[config.mk]
export PLATFORM = sky130hd
export DESIGN_NAME = data_mem_lsu_flat
export DESIGN_NICKNAME = d
export VERILOG_FILES = /design/src/rtl/data_mem_lsu_pkg.sv /design/src/rtl/data_mem_lsu_if.sv /design/src/rtl/data_mem_lsu_lane_mux.sv /design/src/rtl/data_mem_lsu.sv /design/src/flat_wrapper.sv
export SDC_FILE = /design/constraint.sdc
export NUM_CORES = 1
export LEC_CHECK = 0
export ABC_CLOCK_PERIOD_IN_PS = 4200
export CORE_MARGIN = 3
export CORE_UTILIZATION = 40
export CTS_BUF_LIST = sky130_fd_sc_hd__clkbuf_2
export DETAILED_ROUTE_END_ITERATION = 8
export PLACE_DENSITY = 0.7
export SYNTH_ARGS = -nofsm -noshare
export SYNTH_HDL_FRONTEND = slang
export SYNTH_SLANG_ARGS = --single-unit
export TNS_END_PERCENT = 10
[constraint.sdc]
create_clock -name clk -period 4.2 [get_ports clk]
set_input_delay 0.84 -clock clk [delete_from_list [all_inputs] [get_ports clk]]
set_output_delay 0.84 -clock clk [all_outputs]
set_load 0.02 [all_outputs]
[src/rtl/data_mem_lsu_pkg.sv]
`default_nettype none
// +----------------------------------------------------------------------------+
// | Module  : lsu_pkg                                                          |
// | Brief   : Shared funct3 codes, FSM state encoding and byte-swap helper for |
// |           the data memory load/store unit.                                 |
// | Revision: 1.0 - initial release                                            |
// +----------------------------------------------------------------------------+
package lsu_pkg;

  localparam logic [2:0] F3_B  = 3'b000;
  localparam logic [2:0] F3_H  = 3'b001;
  localparam logic [2:0] F3_W  = 3'b010;
  localparam logic [2:0] F3_BU = 3'b100;
  localparam logic [2:0] F3_HU = 3'b101;

  typedef enum logic [1:0] {
    IDLE  = 2'd0,
    CHECK = 2'd1,
    WRITE = 2'd2
  } lsu_state_t;

  // The RAM stores mem[A] in the top byte; reversing the bytes gives the
  // little-endian architectural view (and vice versa for writes).
  function automatic logic [31:0] bswap32(input logic [31:0] w);
    return {w[7:0], w[15:8], w[23:16], w[31:24]};
  endfunction

endpackage
`default_nettype wire

[src/rtl/data_mem_lsu_if.sv]
`default_nettype none
// +----------------------------------------------------------------------------+
// | Module  : data_mem_lsu_if                                                  |
// | Brief   : Request/response bus between the execute stage and the LSU.      |
// | Revision: 1.0 - initial release                                            |
// +----------------------------------------------------------------------------+
interface data_mem_lsu_if;
  logic        req_valid;
  logic        req_ready;
  logic        req_we;
  logic [2:0]  req_funct3;
  logic [31:0] req_addr;
  logic [31:0] req_wdata;
  logic        rsp_valid;
  logic [31:0] rsp_rdata;
  logic        rsp_err;

  modport master (
    output req_valid, req_we, req_funct3, req_addr, req_wdata,
    input  req_ready, rsp_valid, rsp_rdata, rsp_err
  );

  modport slave (
    input  req_valid, req_we, req_funct3, req_addr, req_wdata,
    output req_ready, rsp_valid, rsp_rdata, rsp_err
  );
endinterface
`default_nettype wire

[src/rtl/data_mem_lsu_lane_mux.sv]
`default_nettype none
// +----------------------------------------------------------------------------+
// | Module  : lsu_lane_mux                                                     |
// | Brief   : Combinational byte-lane extract/extend for loads and merge for   |
// |           sub-word stores, operating on little-endian words.               |
// | Revision: 1.0 - initial release                                            |
// +----------------------------------------------------------------------------+
module lsu_lane_mux
  import lsu_pkg::*;
(
  input  logic [31:0] ld_aw,
  input  logic [31:0] st_aw,
  input  logic [31:0] wdata,
  input  logic [2:0]  funct3,
  input  logic [1:0]  offset,
  output logic [31:0] load_val,
  output logic [31:0] store_word
);

  logic [7:0]  w_byte;
  logic [15:0] w_half;

  // Select the addressed byte/halfword and sign- or zero-extend it.
  always_comb begin
    w_byte   = ld_aw[7:0];
    w_half   = offset[1] ? ld_aw[31:16] : ld_aw[15:0];
    load_val = '0;
    case (offset)
      2'd0:    w_byte = ld_aw[7:0];
      2'd1:    w_byte = ld_aw[15:8];
      2'd2:    w_byte = ld_aw[23:16];
      default: w_byte = ld_aw[31:24];
    endcase
    case (funct3)
      F3_B:    load_val = {{24{w_byte[7]}}, w_byte};
      F3_BU:   load_val = {24'd0, w_byte};
      F3_H:    load_val = {{16{w_half[15]}}, w_half};
      F3_HU:   load_val = {16'd0, w_half};
      F3_W:    load_val = ld_aw;
      default: load_val = '0;
    endcase
  end

  // Replace only the targeted byte/halfword of the previously read word.
  always_comb begin
    store_word = wdata;
    case (funct3)
      F3_B: begin
        store_word = st_aw;
        case (offset)
          2'd0:    store_word[7:0]   = wdata[7:0];
          2'd1:    store_word[15:8]  = wdata[7:0];
          2'd2:    store_word[23:16] = wdata[7:0];
          default: store_word[31:24] = wdata[7:0];
        endcase
      end
      F3_H: begin
        store_word = st_aw;
        if (offset[1]) store_word[31:16] = wdata[15:0];
        else           store_word[15:0]  = wdata[15:0];
      end
      default: store_word = wdata;
    endcase
  end

endmodule
`default_nettype wire

[src/rtl/data_mem_lsu.sv]
`default_nettype none
// +----------------------------------------------------------------------------+
// | Module  : data_mem_lsu                                                     |
// | Brief   : Load/store unit between execute stage and byte-addressed data    |
// |           RAM. Optional perf counters enabled by LSU_PERF_CNT_EN.          |
// | Revision: 1.0 - initial release                                            |
// +----------------------------------------------------------------------------+
module data_mem_lsu
  import lsu_pkg::*;
#(
  parameter int ADDRESS_WIDTH = 12,
  parameter int DATA_WIDTH    = 32
) (
  input  logic                     clk,
  input  logic                     rst,
  data_mem_lsu_if.slave            bus,
  output logic [ADDRESS_WIDTH-1:0] mem_a,
  output logic                     mem_we,
  output logic [DATA_WIDTH-1:0]    mem_wd,
  input  logic [DATA_WIDTH-1:0]    mem_rd
`ifdef LSU_PERF_CNT_EN
  ,
  output logic [31:0]              cnt_load,
  output logic [31:0]              cnt_store,
  output logic [31:0]              cnt_err
`endif
);

  localparam logic [1:0] S_IDLE  = IDLE;
  localparam logic [1:0] S_CHECK = CHECK;
  localparam logic [1:0] S_WRITE = WRITE;

  logic [1:0]               r_state;
  logic                     r_we;
  logic [2:0]               r_funct3;
  logic [ADDRESS_WIDTH-1:0] r_addr;
  logic [31:0]              r_wdata;
  logic [31:0]              r_aw;
  logic                     r_rsp_valid;
  logic [31:0]              r_rsp_rdata;
  logic                     r_rsp_err;

  logic [ADDRESS_WIDTH-1:0] w_req_addr;
  logic [31:0]              w_aw;
  logic [31:0]              w_load;
  logic [31:0]              w_store_word;
  logic                     w_err;
  logic                     w_rmw;

  // Upper address bits beyond the RAM are dropped so addresses wrap.
  generate
    if (ADDRESS_WIDTH < 32) begin : g_addr_trunc
      logic w_unused_addr_hi;
      assign w_unused_addr_hi = ^bus.req_addr[31:ADDRESS_WIDTH];
      assign w_req_addr       = bus.req_addr[ADDRESS_WIDTH-1:0];
    end else begin : g_addr_full
      assign w_req_addr = bus.req_addr;
    end
  endgenerate

  assign w_aw = bswap32(mem_rd);

  // Illegal funct3, signed-store encodings and misaligned word/half accesses.
  always_comb begin
    w_err = (r_funct3 == 3'b011) || (r_funct3[2:1] == 2'b11)
         || (r_we && r_funct3[2])
         || ((r_funct3 == F3_W) && (r_addr[1:0] != 2'b00))
         || ((r_funct3[1:0] == 2'b01) && r_addr[0]);
    w_rmw = r_we && !w_err && ((r_funct3 == F3_B) || (r_funct3 == F3_H));
  end

  lsu_lane_mux u_lane_mux (
    .ld_aw      (w_aw),
    .st_aw      (r_aw),
    .wdata      (r_wdata),
    .funct3     (r_funct3),
    .offset     (r_addr[1:0]),
    .load_val   (w_load),
    .store_word (w_store_word)
  );

  // RAM side is driven only from latched state so it cannot glitch with the bus.
  assign mem_a         = {r_addr[ADDRESS_WIDTH-1:2], 2'b00};
  assign mem_we        = ((r_state == S_CHECK) && r_we && !w_err && !w_rmw)
                      || (r_state == S_WRITE);
  assign mem_wd        = bswap32((r_state == S_WRITE) ? w_store_word : r_wdata);
  assign bus.req_ready = (r_state == S_IDLE);
  assign bus.rsp_valid = r_rsp_valid;
  assign bus.rsp_rdata = r_rsp_rdata;
  assign bus.rsp_err   = r_rsp_err;

  // Request latch, access sequencing and response generation.
  always_ff @(posedge clk or posedge rst) begin
    if (rst) begin
      r_state     <= S_IDLE;
      r_we        <= 1'b0;
      r_funct3    <= 3'd0;
      r_addr      <= '0;
      r_wdata     <= '0;
      r_aw        <= '0;
      r_rsp_valid <= 1'b0;
      r_rsp_rdata <= '0;
      r_rsp_err   <= 1'b0;
    end else begin
      r_rsp_valid <= 1'b0;
      case (r_state)
        S_IDLE: begin
          if (bus.req_valid) begin
            r_we     <= bus.req_we;
            r_funct3 <= bus.req_funct3;
            r_addr   <= w_req_addr;
            r_wdata  <= bus.req_wdata;
            r_state  <= S_CHECK;
          end
        end
        S_CHECK: begin
          if (w_rmw) begin
            r_aw    <= w_aw;
            r_state <= S_WRITE;
          end else begin
            r_rsp_valid <= 1'b1;
            r_rsp_err   <= w_err;
            r_rsp_rdata <= (w_err || r_we) ? 32'd0 : w_load;
            r_state     <= S_IDLE;
          end
        end
        S_WRITE: begin
          r_rsp_valid <= 1'b1;
          r_rsp_err   <= 1'b0;
          r_rsp_rdata <= 32'd0;
          r_state     <= S_IDLE;
        end
        default: r_state <= S_IDLE;
      endcase
    end
  end

`ifdef LSU_PERF_CNT_EN
  logic w_inc_load;
  logic w_inc_store;
  logic w_inc_err;

  assign w_inc_load  = (r_state == S_CHECK) && !w_rmw && !w_err && !r_we;
  assign w_inc_store = ((r_state == S_CHECK) && !w_rmw && !w_err && r_we)
                    || (r_state == S_WRITE);
  assign w_inc_err   = (r_state == S_CHECK) && w_err;

  // Saturating counters, stepped on the edge that raises the matching response.
  always_ff @(posedge clk or posedge rst) begin
    if (rst) begin
      cnt_load  <= '0;
      cnt_store <= '0;
      cnt_err   <= '0;
    end else begin
      if (w_inc_load  && (cnt_load  != 32'hFFFF_FFFF)) cnt_load  <= cnt_load  + 32'd1;
      if (w_inc_store && (cnt_store != 32'hFFFF_FFFF)) cnt_store <= cnt_store + 32'd1;
      if (w_inc_err   && (cnt_err   != 32'hFFFF_FFFF)) cnt_err   <= cnt_err   + 32'd1;
    end
  end
`endif

endmodule
`default_nettype wire

[src/flat_wrapper.sv]
// flat-port wrapper written by rule: the top's interface ports become plain ports
module data_mem_lsu_flat import lsu_pkg::*;
#(
  parameter int ADDRESS_WIDTH = 12,
  parameter int DATA_WIDTH    = 32
)
  (clk, rst, mem_a, mem_we, mem_wd, mem_rd, bus_req_valid, bus_req_we, bus_req_funct3, bus_req_addr, bus_req_wdata, bus_req_ready, bus_rsp_valid, bus_rsp_rdata, bus_rsp_err);
  data_mem_lsu_if bus_i ();
  input  logic clk;
  input  logic rst;
  output logic [ADDRESS_WIDTH-1:0] mem_a;
  output logic mem_we;
  output logic [DATA_WIDTH-1:0] mem_wd;
  input  logic [DATA_WIDTH-1:0] mem_rd;
  input wire logic [$bits(bus_i.req_valid)-1:0] bus_req_valid;
  input wire logic [$bits(bus_i.req_we)-1:0] bus_req_we;
  input wire logic [$bits(bus_i.req_funct3)-1:0] bus_req_funct3;
  input wire logic [$bits(bus_i.req_addr)-1:0] bus_req_addr;
  input wire logic [$bits(bus_i.req_wdata)-1:0] bus_req_wdata;
  output wire logic [$bits(bus_i.req_ready)-1:0] bus_req_ready;
  output wire logic [$bits(bus_i.rsp_valid)-1:0] bus_rsp_valid;
  output wire logic [$bits(bus_i.rsp_rdata)-1:0] bus_rsp_rdata;
  output wire logic [$bits(bus_i.rsp_err)-1:0] bus_rsp_err;
  assign bus_i.req_valid = bus_req_valid;
  assign bus_i.req_we = bus_req_we;
  assign bus_i.req_funct3 = bus_req_funct3;
  assign bus_i.req_addr = bus_req_addr;
  assign bus_i.req_wdata = bus_req_wdata;
  assign bus_req_ready = bus_i.req_ready;
  assign bus_rsp_valid = bus_i.rsp_valid;
  assign bus_rsp_rdata = bus_i.rsp_rdata;
  assign bus_rsp_err = bus_i.rsp_err;
  data_mem_lsu #(.ADDRESS_WIDTH(ADDRESS_WIDTH), .DATA_WIDTH(DATA_WIDTH)) u_core (.clk(clk), .rst(rst), .bus(bus_i), .mem_a(mem_a), .mem_we(mem_we), .mem_wd(mem_wd), .mem_rd(mem_rd));
endmodule
==> flow_summary.yaml <==
run_status:
  outcome: "finished clean"
routing:
  avgRoutedWirePerCell_um: 20.0
  viasPerCell: 5.64
  dr.pass1.iters: 6
  drt_wl_total_um: 17100
  detailedRoute.firstIterationViolations: 296
  num_vias: 4820
  drc: 0
  ant_nets: 0
critical_path:
  critPathBufInv: 1
  startpoint_type: "flip-flop"
  critical-path-slowest-cell: "sky130_fd_sc_hd__clkdlybuf4s50_1"
  timing.critical_path.to_type: "primary output"
  regToRegSetupSlack_ns: 1.78
  critical_path.max_fanout: 10
  critPathMaxStageDelay_ns: 0.56
  critPathArrivalTime_ns: 3.04
  cell_family_with_most_cp_delay: "simple AND/OR/NAND/NOR gates"
  worstRegToRegCells: 5
  cells_along_the_critical_path: "nor2_1 > and2_2 > o21ai_1 > o2bb2ai_1 > clkdlybuf4s50_1"
  reg2reg_end: "u_core.bus.rsp_rdata[22]"
  timing.rr.start: "u_core.r_addr[1]"
  category_of_the_critical_setup_timing_path: "flip-flop to primary output"
  critPathRequiredTime_ns: 3.36
placed_design:
  post-dp-hpwl_um: 12600
  numPlacedInstances: 825
  placed_area_um2: 7550
  dp_slack_ns: 0.798
  gp_routability_congestion: 0.876
  port_buffers: 160
sta:
  fmax_mhz: 258
  fin_crit_sh_pct: 92.3
  setup_tns_ns: 0
  final_hold_viol_count: 0
  final.setup_skew_ns: 0.0306
  grt_setup_unrepaired: "no"
  finalSetupViolations: 0
  finalCriticalPeriod_ns: 3.88
  timing_max_transition_violations_final: 0
  setup_slack_ns: 0.324
  tightest_slew_ns: 1.14
  timing.slew.headroom_pct: 23.9
worst_hold_path:
  worst_hold_path_type: "input port to asynchronous set/reset pin"
cts:
  cts-root-to-sink-buffers: 2
  clk-insertion-delay-late_ns: 0.69
  cts.sink_count: 116
  tritoncts: "built"
  h-tree-depth: 4
  cts.clk_slew.worst_paths_ns: 0.18
  cts.root.buffer_cell: "sky130_fd_sc_hd__clkbuf_2"
  cts-buffers-inserted: 17
die:
  floorplan.initialDensity_pct: 40.9
  core-area_um2: 14600
  floorplan.io_pins: 183
  number_of_rows_created_at_floorplan: 44
  dieArea_um2: 16400
  dieWidth_um: 128
  floorplan.die.height_um: 128
global_routing:
  gr-total-overflow: 0
  grt_util_all_layers_pct: 21.3
  antenna_violations_before_repair: 0
  grt_pass1_wl_um: 26600
  grt_start_max_net_pins: 80
  first_global_vias: 4850
synth:
  syn_area_um2: 5970
  syn_avg_cell_area_um2: 11.4
  yosys.area.top_type_share_pct: 48.7
  post_synth_inst_count: 523
  synth-edff-count: 0
  yosys_warnings: 0
  leading_area_contributor_after_synthesis: "sky130_fd_sc_hd__dfrtp_1"
  synth.lib_cells_used.distinct: 47
  yosysSeqAreaShare_pct: 48.7
  synth_seq_cells: 116
  async_flop_share_pct: 100
  most_common_flop_cell_mapped_by_yosys: "sky130_fd_sc_hd__dfrtp_1"
  synth.top_cells.by_area: "sky130_fd_sc_hd__dfrtp_1 (49%), sky130_fd_sc_hd__mux2_2 (19%), sky130_fd_sc_hd__a221oi_1 (3.4%)"
cells_and_area:
  n_fill_cell: 1316
  proportion_of_layout_cells_with_a_drive_suffix_above_1_pct: 22.5
  area_growth_syn_to_layout_pct: 30.1
  instances_no_fill: 854
  num_antenna_cells: 0
  layout.cell_area.non_filler_um2: 7760
  design.final.nets: 766
pwr:
  vdd.ir_drop.worst_mv: 0.437
  p_leak_nw: 3.15
  power_density_nw_per_um2: 752
job:
  drv.max_cap_violation_count: 0
metal layers:
metal  track usage (%)  vias to the layer above  share of wire, %
met5                 0                        -                 0
met4              7.24                        0               1.7
met3              5.00                       26               7.2
met2              31.7                      230                44
met1              30.7                     2377                47
li1                  -                     2187                 -
flip-flops by register name, indices dropped and copies added (netlist names):
name and flops:
u_core.r_wdata 32, u_core.bus.rsp_valid 1, u_core.r_aw 32, u_core.bus.rsp_rdata 32
u_core.r_state 2, u_core.r_funct3 3, u_core.bus.rsp_err 1, u_core.r_we 1
u_core.r_addr 12
placed cells by master, fill, tap and decap left out, types with 2 or more instances in the layout:
cell type and n:
sky130_fd_sc_hd__clkdlybuf4s50_1 160, sky130_fd_sc_hd__a21oi_1 10, sky130_fd_sc_hd__or3_1 7, sky130_fd_sc_hd__clkbuf_2 19
sky130_fd_sc_hd__a211oi_1 7, sky130_fd_sc_hd__nand2_1 42, sky130_fd_sc_hd__o21ai_1 21, sky130_fd_sc_hd__o21ai_2 2
sky130_fd_sc_hd__o2bb2ai_1 8, sky130_fd_sc_hd__bufinv_16 2, sky130_fd_sc_hd__a221oi_1 23, sky130_fd_sc_hd__a21boi_0 2
sky130_fd_sc_hd__nand2b_1 2, sky130_fd_sc_hd__mux2_2 100, sky130_fd_sc_hd__ha_1 3, sky130_fd_sc_hd__mux2i_1 12
sky130_fd_sc_hd__nor2_1 36, sky130_fd_sc_hd__dfrtp_1 115, sky130_fd_sc_hd__and2_1 2, sky130_fd_sc_hd__o21ai_0 15
sky130_fd_sc_hd__o31ai_1 8, sky130_fd_sc_hd__and3_1 2, sky130_fd_sc_hd__mux2_1 2, sky130_fd_sc_hd__a22oi_1 24
sky130_fd_sc_hd__o21a_1 3, sky130_fd_sc_hd__clkinv_1 6, sky130_fd_sc_hd__clkinv_2 2, sky130_fd_sc_hd__conb_1 2
sky130_fd_sc_hd__buf_4 6, sky130_fd_sc_hd__inv_1 2
how the worst max path moves through the flow:
stage | startpoint | to | slack [ns] | cells after the start
CTS | u_core.r_addr[0] | mem_wd[18] | 0.05 | 5
global placement | u_core.r_state[0] | mem_wd[1] | 0.85 | 6
global route | u_core.r_funct3[1] | mem_wd[20] | 0.04 | 5
floorplan | rst | u_core.bus.rsp_err | 0.29 | 1
detailed placement | u_core.r_state[0] | mem_wd[3] | 0.80 | 6
finish | u_core.r_funct3[2] | mem_wd[18] | 0.32 | 5
power breakdown:
| part | switching [W] | internal [W] |
|---|---|---|
| registers | 0.000451 | 0.00162 |
| logic | 0.00157 | 0.00154 |
| clock network | 0.000398 | 0.000254 |
cell type report:
| cell class | count | area, um2 | share of cell area, % |
|---|---|---|---|
| multi-input combinational | 354 | 2750 | 35.5 |
| inverter | 4 | 17.5 | 0.226 |
| tap | 184 | 230 | 2.97 |
| timing repair buffer | 167 | 1670 | 21.5 |
| clock inverter | 10 | 92.6 | 1.19 |
| sequential | 116 | 2900 | 37.4 |
| clock buffer | 19 | 95.1 | 1.23 |
stage by stage:
stage	hold slack, ns	power (W)	util, %
2_1_floorplan	0.475	0.00412	-
3_3_place_gp	0.465	0.00512	51.7
3_5_place_dp	0.472	0.00519	51.7
4_1_cts	0.460	0.00586	53.1
5_1_grt	0.488	0.00622	53.2
6_report	0.500	0.00584	53.2
logic make-up (layout without fill, tap and decap cells):
family,count (synthesis),count (layout),share of synthesized area [%]
compound gates,129,129,15.4
other cells,1,2,0.0629
simple gates,105,105,7.95
fa+ha+maj,3,3,0.629
buf+inv,54,200,5.64
mux,115,115,21.6
flops,116,116,48.7
repair_timing:
action                     in CTS  in global routing
hold buffers                    0                  0
resized for setup               1                  5
setup endpoints to repair       7                 25
gates cloned                    0                  0
setup buffers                   0                  0
synth_stat cells (all sizes together), types with 2 or more instances:
library cell    n
a211oi          8
clkbuf         11
or2             2
a21oi          10
mux2          102
nor2           37
inv             4
buf            39
o21ai          39
nand2b          2
a22oi          24
dfrtp         116
o2bb2ai         8
a221oi         23
and2            4
and3            2
o31ai           8
o21a            4
ha              3
mux2i          12
nor3b           2
or3             7
nand2          44
a21boi          2
No activity file was read; power rests on OpenSTA's default activity.
